`src/rtl/ic_rsp_sequencer.sv`:
```
// rtl/ic_rsp_sequencer.sv - in-order response sequencer with decode-error and protocol-error tracking
// Records each accepted request's target and grants responses strictly in request order.
module ic_rsp_sequencer #(
  parameter int ND    = 3,
  parameter int DEPTH = 4,
  localparam int CW   = $clog2(DEPTH + 1),
  localparam int PW   = (DEPTH > 1) ? $clog2(DEPTH) : 1
) (
  input  logic          g_clk,
  input  logic          g_resetn,
  input  logic          req_valid,
  input  logic [ND-1:0] req_sel,
  output logic          req_ready,
  input  logic [ND-1:0] rsp_valid,
  output logic [ND-1:0] rsp_gnt,
  output logic          derr_valid,
  input  logic          derr_ack,
  output logic [CW-1:0] count,
  output logic          empty,
  output logic          full,
  output logic          err_unexp,
  output logic          err_sel
);

  logic [ND-1:0] buf_q [DEPTH];
  logic [PW-1:0] head_q, head_d;
  logic [PW-1:0] tail_q, tail_d;
  logic [CW-1:0] count_q, count_d;
  logic          err_unexp_q, err_unexp_d;
  logic          err_sel_q, err_sel_d;

  logic          sel_ok;
  logic          push;
  logic          pop;
  logic [ND-1:0] sel_t;

  // zero (unmapped) or exactly one bit set
  assign sel_ok = ((req_sel & (req_sel - ND'(1))) == '0);

  assign empty      = (count_q == '0);
  assign full       = (count_q == CW'(DEPTH));
  assign req_ready  = !full;
  assign sel_t      = empty ? '0 : buf_q[tail_q];
  assign rsp_gnt    = sel_t;
  assign derr_valid = !empty && (sel_t == '0);
  assign count      = count_q;
  assign err_unexp  = err_unexp_q;
  assign err_sel    = err_sel_q;

  assign push = req_valid && req_ready && sel_ok;
  assign pop  = !empty && ((|(rsp_valid & sel_t)) || (derr_valid && derr_ack));

  always_comb begin
    head_d      = head_q;
    tail_d      = tail_q;
    count_d     = count_q;
    err_unexp_d = err_unexp_q;
    err_sel_d   = err_sel_q;
    if (push) begin
      head_d = (head_q == PW'(DEPTH - 1)) ? '0 : head_q + PW'(1);
    end
    if (pop) begin
      tail_d = (tail_q == PW'(DEPTH - 1)) ? '0 : tail_q + PW'(1);
    end
    if (push && !pop) begin
      count_d = count_q + CW'(1);
    end else if (pop && !push) begin
      count_d = count_q - CW'(1);
    end
    // any response bit outside the granted device is a protocol violation
    if (|(rsp_valid & ~sel_t)) begin
      err_unexp_d = 1'b1;
    end
    if (req_valid && !sel_ok) begin
      err_sel_d = 1'b1;
    end
  end

  always_ff @(posedge g_clk) begin
    if (!g_resetn) begin
      head_q      <= '0;
      tail_q      <= '0;
      count_q     <= '0;
      err_unexp_q <= 1'b0;
      err_sel_q   <= 1'b0;
      for (int i = 0; i < DEPTH; i++) begin
        buf_q[i] <= '0;
      end
    end else begin
      head_q      <= head_d;
      tail_q      <= tail_d;
      count_q     <= count_d;
      err_unexp_q <= err_unexp_d;
      err_sel_q   <= err_sel_d;
      if (push) begin
        buf_q[head_q] <= req_sel;
      end
    end
  end

endmodule

```
`config.mk`:
```
export PLATFORM = sky130hd
export DESIGN_NAME = ic_rsp_sequencer
export DESIGN_NICKNAME = d
export VERILOG_FILES = /design/src/rtl/ic_rsp_sequencer.sv
export SDC_FILE = /design/constraint.sdc
export NUM_CORES = 1
export LEC_CHECK = 0
export CAP_MARGIN = 20
export CORE_ASPECT_RATIO = 0.5
export CORE_MARGIN = 2
export CORE_UTILIZATION = 36
export DETAILED_ROUTE_END_ITERATION = 10
export SLEW_MARGIN = 20
export SYNTH_ARGS = -nofsm -noshare
export SYNTH_HDL_FRONTEND = slang
export SYNTH_SLANG_ARGS = --single-unit
export TNS_END_PERCENT = 5
```
`constraint.sdc`:
```
create_clock -name g_clk -period 4.9 [get_ports g_clk]
set_input_delay 0.98 -clock g_clk [delete_from_list [all_inputs] [get_ports g_clk]]
set_output_delay 0.98 -clock g_clk [all_outputs]
set_load 0.005 [all_outputs]
```
==> results of run 1 <==
-- worst min-delay path, cell delays in order (launching register included) --
cell and delay, ps:
dfxtp_1 340, a21oi_1 40, nor2b_1 90
-- where the power goes --
group / leakage (nW) / internal [W] / switching [W]
combinational: 0.354 / 0.000145 / 0.000113
sequential: 0.215 / 0.000234 / 0.0000385
clock: 0.0217 / 0.0000576 / 0.0000653
total: 0.591 / 0.000436 / 0.000217
-- flip-flops by register name, summed over array words and instances, names as in the netlist, named ones only --
name       flops
buf_q         12
err_unexp      1
count          3
tail_q         2
head_q         2
err_sel        1
-- synth_stat cells --
cell | number | share of area
inv_1 | 8 | 0.024
mux4_1 | 1 | 0.021
nor2b_1 | 4 | 0.020
buf_2 | 1 | 0.0040
nand3_1 | 2 | 0.0080
nor3b_4 | 1 | 0.015
o22ai_1 | 1 | 0.0050
nand2_2 | 1 | 0.0050
mux4_2 | 2 | 0.036
fa_1 | 1 | 0.016
mux2i_1 | 9 | 0.072
nor3_1 | 1 | 0.0040
nor3_2 | 2 | 0.016
o21ai_0 | 3 | 0.012
and3_1 | 6 | 0.030
nor3b_1 | 3 | 0.018
maj3_2 | 1 | 0.0090
nand2_1 | 13 | 0.039
clkbuf_1 | 3 | 0.0090
nor2_1 | 3 | 0.0090
xnor2_1 | 1 | 0.0070
buf_6 | 1 | 0.0090
nor4_1 | 1 | 0.0050
nor3b_2 | 1 | 0.010
or3_1 | 2 | 0.010
and2_1 | 7 | 0.035
a31oi_4 | 1 | 0.017
edfxtp_1 | 12 | 0.29
ha_1 | 3 | 0.030
a22oi_1 | 1 | 0.0060
nand2b_1 | 1 | 0.0050
a21oi_1 | 2 | 0.0080
xor2_1 | 1 | 0.0070
a21boi_0 | 2 | 0.012
dfxtp_1 | 11 | 0.18
-- how the worst max path moves through the flow --
stage          startpoint        to  slack (ps)  cells after the start
5_1_grt        req_sel[0]  count[2]        1370                      9
6_report       req_sel[2]  count[2]        1480                      9
4_1_cts        req_sel[2]  count[2]        1490                      9
3_5_place_dp   req_sel[2]  count[2]        1200                      9
3_3_place_gp   req_sel[2]  count[2]        1300                      9
2_1_floorplan  req_sel[2]  count[2]        1910                      8
-- stage by stage --
step / hold WS (ps) / cell area, sq um
after floorplan: 454 / 1250
after global placement: 471 / 1480
after detailed placement: 492 / 1480
after CTS: 512 / 1530
after global routing: 519 / 1530
final: 506 / 1530
-- cells in the final DEF, fill, tap and decap left out --
| cell type | count |
|---|---|
| nor3b_1 | 3 |
| nor3_2 | 2 |
| o21ai_0 | 3 |
| mux4_2 | 2 |
| nor3b_4 | 1 |
| nor3_1 | 1 |
| inv_1 | 8 |
| clkinvlp_4 | 1 |
| mux2i_1 | 9 |
| nand2b_1 | 1 |
| clkbuf_8 | 3 |
| dfxtp_1 | 11 |
| nor2_1 | 3 |
| nand2_1 | 13 |
| and3_1 | 6 |
| a22oi_1 | 1 |
| nand3_1 | 2 |
| o22ai_1 | 1 |
| maj3_2 | 1 |
| a21oi_1 | 2 |
| edfxtp_1 | 12 |
| nor4_1 | 1 |
| nor2b_1 | 4 |
| or3_1 | 2 |
| clkdlybuf4s50_1 | 21 |
| nor3b_2 | 1 |
| xnor2_1 | 1 |
| nand2_2 | 1 |
| ha_1 | 3 |
| a21boi_0 | 2 |
| xor2_1 | 1 |
| a31oi_4 | 1 |
| mux4_1 | 1 |
| fa_1 | 1 |
| and2_1 | 7 |
-- per-layer routing --
layer | vias to the layer above | part of all wire | track usage
met1 | 395 | 0.58 | 0.189
met4 | 0 | 0 | 0.0277
met5 | - | 0 | 0
li1 | 439 | - | -
met3 | 0 | 0.034 | 0.0399
met2 | 18 | 0.39 | 0.177
-- area by class of cell --
cell class / count / area (sq um) / share of cell area
Multi-Input combinational cell: 77 / 609 / 0.398
Clock inverter: 1 / 7.51 / 0.00490
Timing Repair Buffer: 21 / 210 / 0.137
Sequential cell: 23 / 581 / 0.379
Tap cell: 42 / 52.6 / 0.0343
Inverter: 8 / 30.0 / 0.0196
Clock buffer: 3 / 41.3 / 0.0270
-- cells by family after synthesis --
group                      after synthesis  synth area share
buffers and inverters                   13            0.0461
and+or+nand+nor                         48             0.230
AOI/OAI and AO/OA                       10            0.0602
xor gates and xnor gates                 2            0.0140
DFF                                     23             0.465
muxes                                   12             0.129
adders and majority gates                5            0.0552
==> metrics.yaml, run 1 <==
setup_path:
  rrSetupSlack_ps: 2080
  path_class: "in2reg"
  crit_required_ps: 5090
  critPathBufInv: 2
  worstRegToRegCells: 10
  cp_max_fo: 10
  cp_data_arrival_time_ps: 3610
  startpoint_type: "input pin"
  reg2reg_to: "count[2]"
  slowest_stage: "clkdlybuf4s50_1"
  max_stage_delay_ps: 480
  crit_family: "adder cells"
  cp-end-kind: "flip-flop"
  cp_cell_sequence: "clkdlybuf4s50_1, maj3_2, nor3b_4, ha_1, inv_1, fa_1, xor2_1, or3_1, a21boi_0"
placed_design:
  io_buffers: 21
  gp_congestion: 0.778
  placed_cells: 171
  dpl_worst_slack_ps: 1200
  place_hpwl_mm: 1.81
clock_network:
  ctsLongestPathBuffers: 2
  cts_tree: "done"
  clk_latency_ps: 270
  htreeDepth: 1
  path_clk_slew_ps: 90
  cts.sinks: 23
  clockRootBuffer: "clkbuf_8"
  post_cts_buffers: 0
  cts-buffers-inserted: 3
  cts_resized: 0
  holdBufCountCts: 0
timing:
  fin_setup_tns_ps: 0
  setup_slack_ps: 1480
  drv_slew: 0
  setup_viol: 0
  tightest_slew_ps: 596
  hold_violations: 0
  final.min_clock_period_ps: 3420
  slew_headroom: 0.602
  clock.fmax_mhz: 293
  fin_worst_skew_ps: 3.78
  rsz0062_at_grt: "false"
  fin_crit_sh: 0.697
final_layout:
  drive_gt1_frac: 0.0977
  syn2layout_area_growth_pct: 22.8
  finalNonFillerCells: 175
  nets: 148
  final_core_util: 0.453
  fillCellCount: 304
  diodes: 0
floorplanning:
  fp.dieArea_sq_um: 3980
  start_util: 0.369
  core_sq_um: 3380
  die_h_um: 45.6
  rows: 15
  io_pins: 22
  dieWidth_um: 87.3
routing:
  drc_errors: 0
  wl_per_cell_um: 13.1
  drt_iter0_drc: 30
  ant_nets: 0
  via_per_inst: 4.87
  wl_mm: 2.29
  drtPass1Iterations: 4
  via_count: 852
synth:
  ys_ff_latch: 23
  yosysUniqueCellTypes: 35
  yosysSeqAreaShare: 0.465
  syn_nets: 127
  synth_area_per_cell_sq_um: 11.0
  netlist_area_sq_um: 1250
  yosys_warnings: 0
  syn_inst: 113
global_routing:
  grt_pass1_wl_mm: 3.75
  grt_max_degree: 20
  grt_overflow: 0
  grt_antenna_before_repair: 0
  track_usage: 0.126
  grt_pass1_vias: 770
pwr:
  finalPower_w: 0.000653
  p_per_area_nw_per_um2: 426
  ir_worst_vdd_mv: 0.118
  p_leak_nw: 0.591
outcome:
  status: "complete, no violations"
min_path:
  min_from: "err_sel"
  hold_end: "err_sel"
  hold_path.class: "reg2reg"
  min_path_cells: 2
job:
  drv_cap: 0
Power figures use the tool's default switching activity.
==> run 2: changes to the inputs <==
clock period = 3.2 ns   (was 4.9 ns; I/O delays follow)
==> metrics.yaml, run 2 (synthesis results as in run 1) <==
final_layout:
  syn2layout_area_growth_pct: 24.0  # was 22.8%
  largest_reg_flops: 12  # unchanged
  drive_gt1_frac: 0.111  # was 0.0977
  diodes: 0  # unchanged
  regMostFlops: "buf_q"  # unchanged
  mostFrequentLayoutCells: "clkdlybuf4s50_1, nand2_1, edfxtp_1"  # unchanged
  final_common_cell: "clkdlybuf4s50_1"  # unchanged
  nets: 150  # was 148
timing:
  fin_crit_sh: 0.893
  clock.fmax_mhz: 350
  slew_headroom: 0.568  # was 0.602
  fin_worst_skew_ps: 5.71  # was 3.78 ps
  drv_slew: 0  # unchanged
  setup_viol: 0  # unchanged
  fin_setup_tns_ps: 0  # unchanged
  tightest_slew_ps: 646  # was 596 ps
  hold_ws_ps: 494  # was 506 ps
  rsz0062_at_grt: "false"  # unchanged
  hold_violations: 0  # unchanged
  final.min_clock_period_ps: 2860
setup_path:
  rrSetupSlack_ps: 460  # was 2080 ps
  path_class: "reg2out"  # was in2reg
  cp_data_arrival_time_ps: 2220  # was 3610 ps
  startpoint_type: "flip-flop"  # was input pin
  critPathBufInv: 1  # was 2
  cp_max_fo: 7  # was 10
  cp-end-kind: "output pin"  # was flip-flop
  crit_required_ps: 2560  # was 5090 ps
  slowest_stage: "mux4_2"  # was clkdlybuf4s50_1
  crit_family: "multiplexers"  # was adder cells
  max_stage_delay_ps: 610  # was 480 ps
  cp_cell_sequence: "mux4_2, nor4_1, clkdlybuf4s50_1"  # was clkdlybuf4s50_1, maj3_2, nor3b_4, ha_1, inv_1, fa_1, xor2_1, or3_1, a21boi_0
pwr:
  sw_frac_of_total: 0.324  # was 0.332
  p_comb_frac: 0.398  # was 0.395
  power.share.clock: 0.184  # was 0.188
  power.share.sequential: 0.418  # was 0.417
  p_per_area_nw_per_um2: 641  # was 426 nW/um^2
  p_leak_nw: 0.601  # was 0.591 nW
  p_sw_w: 0.000322  # was 0.000217 W
  p_int_w: 0.000670  # was 0.000436 W
  ir_worst_vdd_mv: 0.173  # was 0.118 mV
routing:
  drtPass1Iterations: 4  # unchanged
  drc_errors: 0  # unchanged
  via_count: 861  # was 852
  drt_iter0_drc: 29  # was 30
  wl_mm: 2.23  # was 2.29 mm
  wl_per_cell_um: 12.6  # was 13.1 um
  ant_nets: 0  # unchanged
  via_per_inst: 4.86  # was 4.87
clock_network:
  cts_tree: "done"  # unchanged
  clockRootBuffer: "clkbuf_8"  # unchanged
  post_cts_buffers: 0  # unchanged
  htreeDepth: 1  # unchanged
  cts_resized: 0  # unchanged
  cts.sinks: 23  # unchanged
  cts-buffers-inserted: 3  # unchanged
  holdBufCountCts: 0  # unchanged
  ctsLongestPathBuffers: 2  # unchanged
  clk_latency_ps: 270  # about the same
  path_clk_slew_ps: 90  # about the same
global_routing:
  grt_max_degree: 20  # unchanged
  grt_overflow: 0  # unchanged
  grt_antenna_before_repair: 0  # unchanged
  grt_pass1_wl_mm: 3.58  # was 3.75 mm
  grt_pass1_vias: 753  # was 770
  track_usage: 0.122  # was 0.126
placed_design:
  place_hpwl_mm: 1.69  # was 1.81 mm
  io_buffers: 21  # unchanged
  gp_congestion: 0.756  # was 0.778
floorplanning:
  start_util: 0.369  # unchanged
  fp.dieArea_sq_um: 3980  # unchanged
  core_sq_um: 3380  # unchanged
  io_pins: 22  # unchanged
  rows: 15  # unchanged
  dieWidth_um: 87.3  # unchanged
  die_h_um: 45.6  # unchanged
min_path:
  min_from: "err_sel"  # unchanged
  hold_path.class: "reg2reg"  # unchanged
job:
  drv_cap: 0  # unchanged
outcome:
  status: "complete, no violations"  # unchanged
## run 2: cell types whose count changed in the layout (fill, tap and decap cells not counted), sizes merged
cell  change
buf       +2
## run 2: cell type report
cell class / count / area [sq um]
well taps: 42 / 52.6
clock buffers: 3 / 41.3
inverters: 8 / 30.0
repair buffers: 23 / 225
multi-input cells: 77 / 609
fillers: 309 / 1830
clock inverters: 1 / 7.51
flip-flops and latches: 23 / 581
## run 2: path summary, 6_finish.rpt
| path | end | cells after the start |
|---|---|---|
| worst max-delay path | derr_valid | 3 |
| worst min-delay path | err_sel | 2 |
| worst max register to register | count[2] | 11 |
| worst min register to register | err_sel | 2 |
## run 2: layer usage
layer	GRT usage	vias to the layer above	routed length, um
met5	0	-	0
met4	0.0585	0	66
met3	0.0417	7	110
met2	0.173	29	880
met1	0.168	384	1180
li1	-	441	-
## run 2: tightest hold or removal path: cells and delay by family (launching register included)
kind | cells | cell delay [ps]
and+or+nand+nor | 1 | 90
AOI/OAI and AO/OA | 1 | 40
DFF | 1 | 330
## run 2: stage by stage
stage | instance area [sq um] | power, W | util | std cells | setup WS [ps]
after global routing | 1550 | 0.00106 | 0.458 | 177 | 188
final | 1550 | 0.000992 | 0.458 | 177 | 341
after floorplan | 1250 | 0.000681 | - | 113 | 553
after CTS | 1550 | 0.00100 | 0.458 | 177 | 328
after global placement | 1500 | 0.000815 | 0.443 | 173 | 101
after detailed placement | 1500 | 0.000818 | 0.443 | 173 | 62.2
## run 2: power by group through the flow
stage	registers, W	logic (W)	clock network [W]
global route	0.000425	0.000439	0.000200
detailed placement	0.000422	0.000396	0
finish	0.000414	0.000395	0.000183
global placement	0.000421	0.000393	0
floorplan	0.000392	0.000289	0
CTS	0.000415	0.000397	0.000189
==> run 3: changes to the inputs <==
CTS_BUF_LIST = sky130_fd_sc_hd__clkbuf_8   (was default)
==> results of run 3 <==
Same layout as run 2: the final DEF is identical, and so are final timing and power.
==> RTL edit, RTL diff (config.mk and constraints of run 2) <==
The parameter `ND` goes from 3 to 6.
--- a/src/rtl/ic_rsp_sequencer.sv
+++ b/src/rtl/ic_rsp_sequencer.sv
@@ -2,5 +2,5 @@
 // Records each accepted request's target and grants responses strictly in request order.
 module ic_rsp_sequencer #(
-  parameter int ND    = 3,
+  parameter int ND    = 6,
   parameter int DEPTH = 4,
   localparam int CW   = $clog2(DEPTH + 1),
Ports: changed (resized req_sel, rsp_gnt and rsp_valid); port bits go from 22 to 31. No check against the original RTL was run, so the function may have changed too.
==> RTL edit against run 2 <==
Cell area increased by 66%; area after synthesis increased by 47%; clock skew increased by 2.0 ps; setup slack got worse by 230 ps; sequential cell count increased by 12; worst hold slack got worse by 30 ps; power increased by 71%; core utilization increased by 6.2 points; routed wire length increased by 85%; critical path type is now register to register; critical endpoint is now count[2].
==> RTL edit: results (changes against run 2) <==
critical_path:
  reg2reg_depth: 12  # +1
  critPathSlowestCell: "or4_4"
  rrSetupSlack_ps: 110  # -350 ps
  cp_max_fo: 4  # -3
  cp_top_family: "simple AND/OR/NAND/NOR gates"
synth:
  synth_area_leaders: "edfxtp_1, dfxtp_1, and3_1"
  synth_nets: 177  # +39%
  synth_seq_area_share_pct: 51.16  # +4.6 points
  synth_edf_count: 24  # +12
  avgSynthCellArea_um2: 11.72  # +6.1%
finish:
  instances_no_fill: 288  # +63%
  n_all_buffers: 59  # +160%
  nNonClkInverters: 12  # +4
  clk_share_pct: 3.612  # +0.46 points
  fillers: 416  # +35%
  multi_input_cells: 104  # +35%
  drive_gt1_share_pct: 28.44  # +17 points
clock_tree:
  cts_inserted_buffers: 5  # +2
  postCtsSetupBuffers: 1  # +1
  htreeDepth: 2  # +1
  ctsResizeCount: 3  # +3
drt:
  vias_per_cell: 5.021  # +3.2%
  m1WireLength_um: 2098  # +79%
global_routing:
  gr-usage-all-layers_pct: 16.05  # +3.9 points
  grt_use_met2_pct: 25.87  # +8.6 points
  first_global_vias: 1405  # +87%
power_and_ir_drop:
  power.leakage_nw: 1.089  # +81%
  vdd_drop_max_mv: 0.3405  # +97%
placement:
  placed_cells: 276  # +60%
  finalWeightedCongestion: 0.7421  # -1.8%
  port_buffers: 30  # +43%
  placed_area_um2: 2397  # +60%
status:
  status: "finished clean"
sta:
  slew_headroom_pct: 67.12  # +10 points
[RTL edit: cell count changes after synthesis, sizes merged, moves of 4 or more]
cell,before,now
mux2i,9,3
a21oi,2,6
and3,6,18
edfxtp,12,24
mux2,0,5
nor3b,5,0
[RTL edit: cell families (layout without fill, tap and decap cells)]
| group | after synthesis | after routing | synth area share [%] |
|---|---|---|---|
| buf+inv | 18 | 79 | 4.082 |
| simple gates | 61 | 61 | 19.59 |
| fa+ha+maj | 5 | 5 | 3.674 |
| mux | 13 | 13 | 11.22 |
| xor+xnor | 2 | 2 | 0.9526 |
| compound gates | 23 | 23 | 9.321 |
| flops | 35 | 35 | 51.16 |
[RTL edit: through the flow]
step                      utilization, %  setup TNS, ps  power (W)  hold WS, ps
after floorplan                        -              0  0.0009777        442.1
after global placement             48.60         -165.6   0.001318        447.0
after detailed placement           48.60         -206.2   0.001328        449.1
after CTS                          50.68              0   0.001663        470.7
after global routing               51.98         -8.621   0.001804        497.8
final                              51.98              0   0.001697        464.4
[RTL edit: worst min-delay path: stages (launching register included)]
cell and delay (ps):
dfxtp_1 320, inv_1 50, a21oi_1 50
[RTL edit: how the worst max path moves through the flow]
| stage | from | to | slack, ps | depth (start not counted) |
|---|---|---|---|---|
| 5_1_grt | register | count[2] | -9 | 12 |
| 3_3_place_gp | req_sel[3] | count[2] | -170 | 12 |
| 6_report | register | count[2] | 110 | 12 |
| 4_1_cts | count[0] | count[2] | 20 | 12 |
| 3_5_place_dp | req_sel[3] | count[2] | -210 | 12 |
| 2_1_floorplan | req_sel[3] | count[2] | 160 | 11 |
[RTL edit: power by group]
group	internal (W)	switching (W)	leakage (nW)
clock network	0.000156	0.000172	0.0408
logic	0.000458	0.000332	0.709
registers	0.000537	0.0000422	0.339
total	0.00115	0.000547	1.09
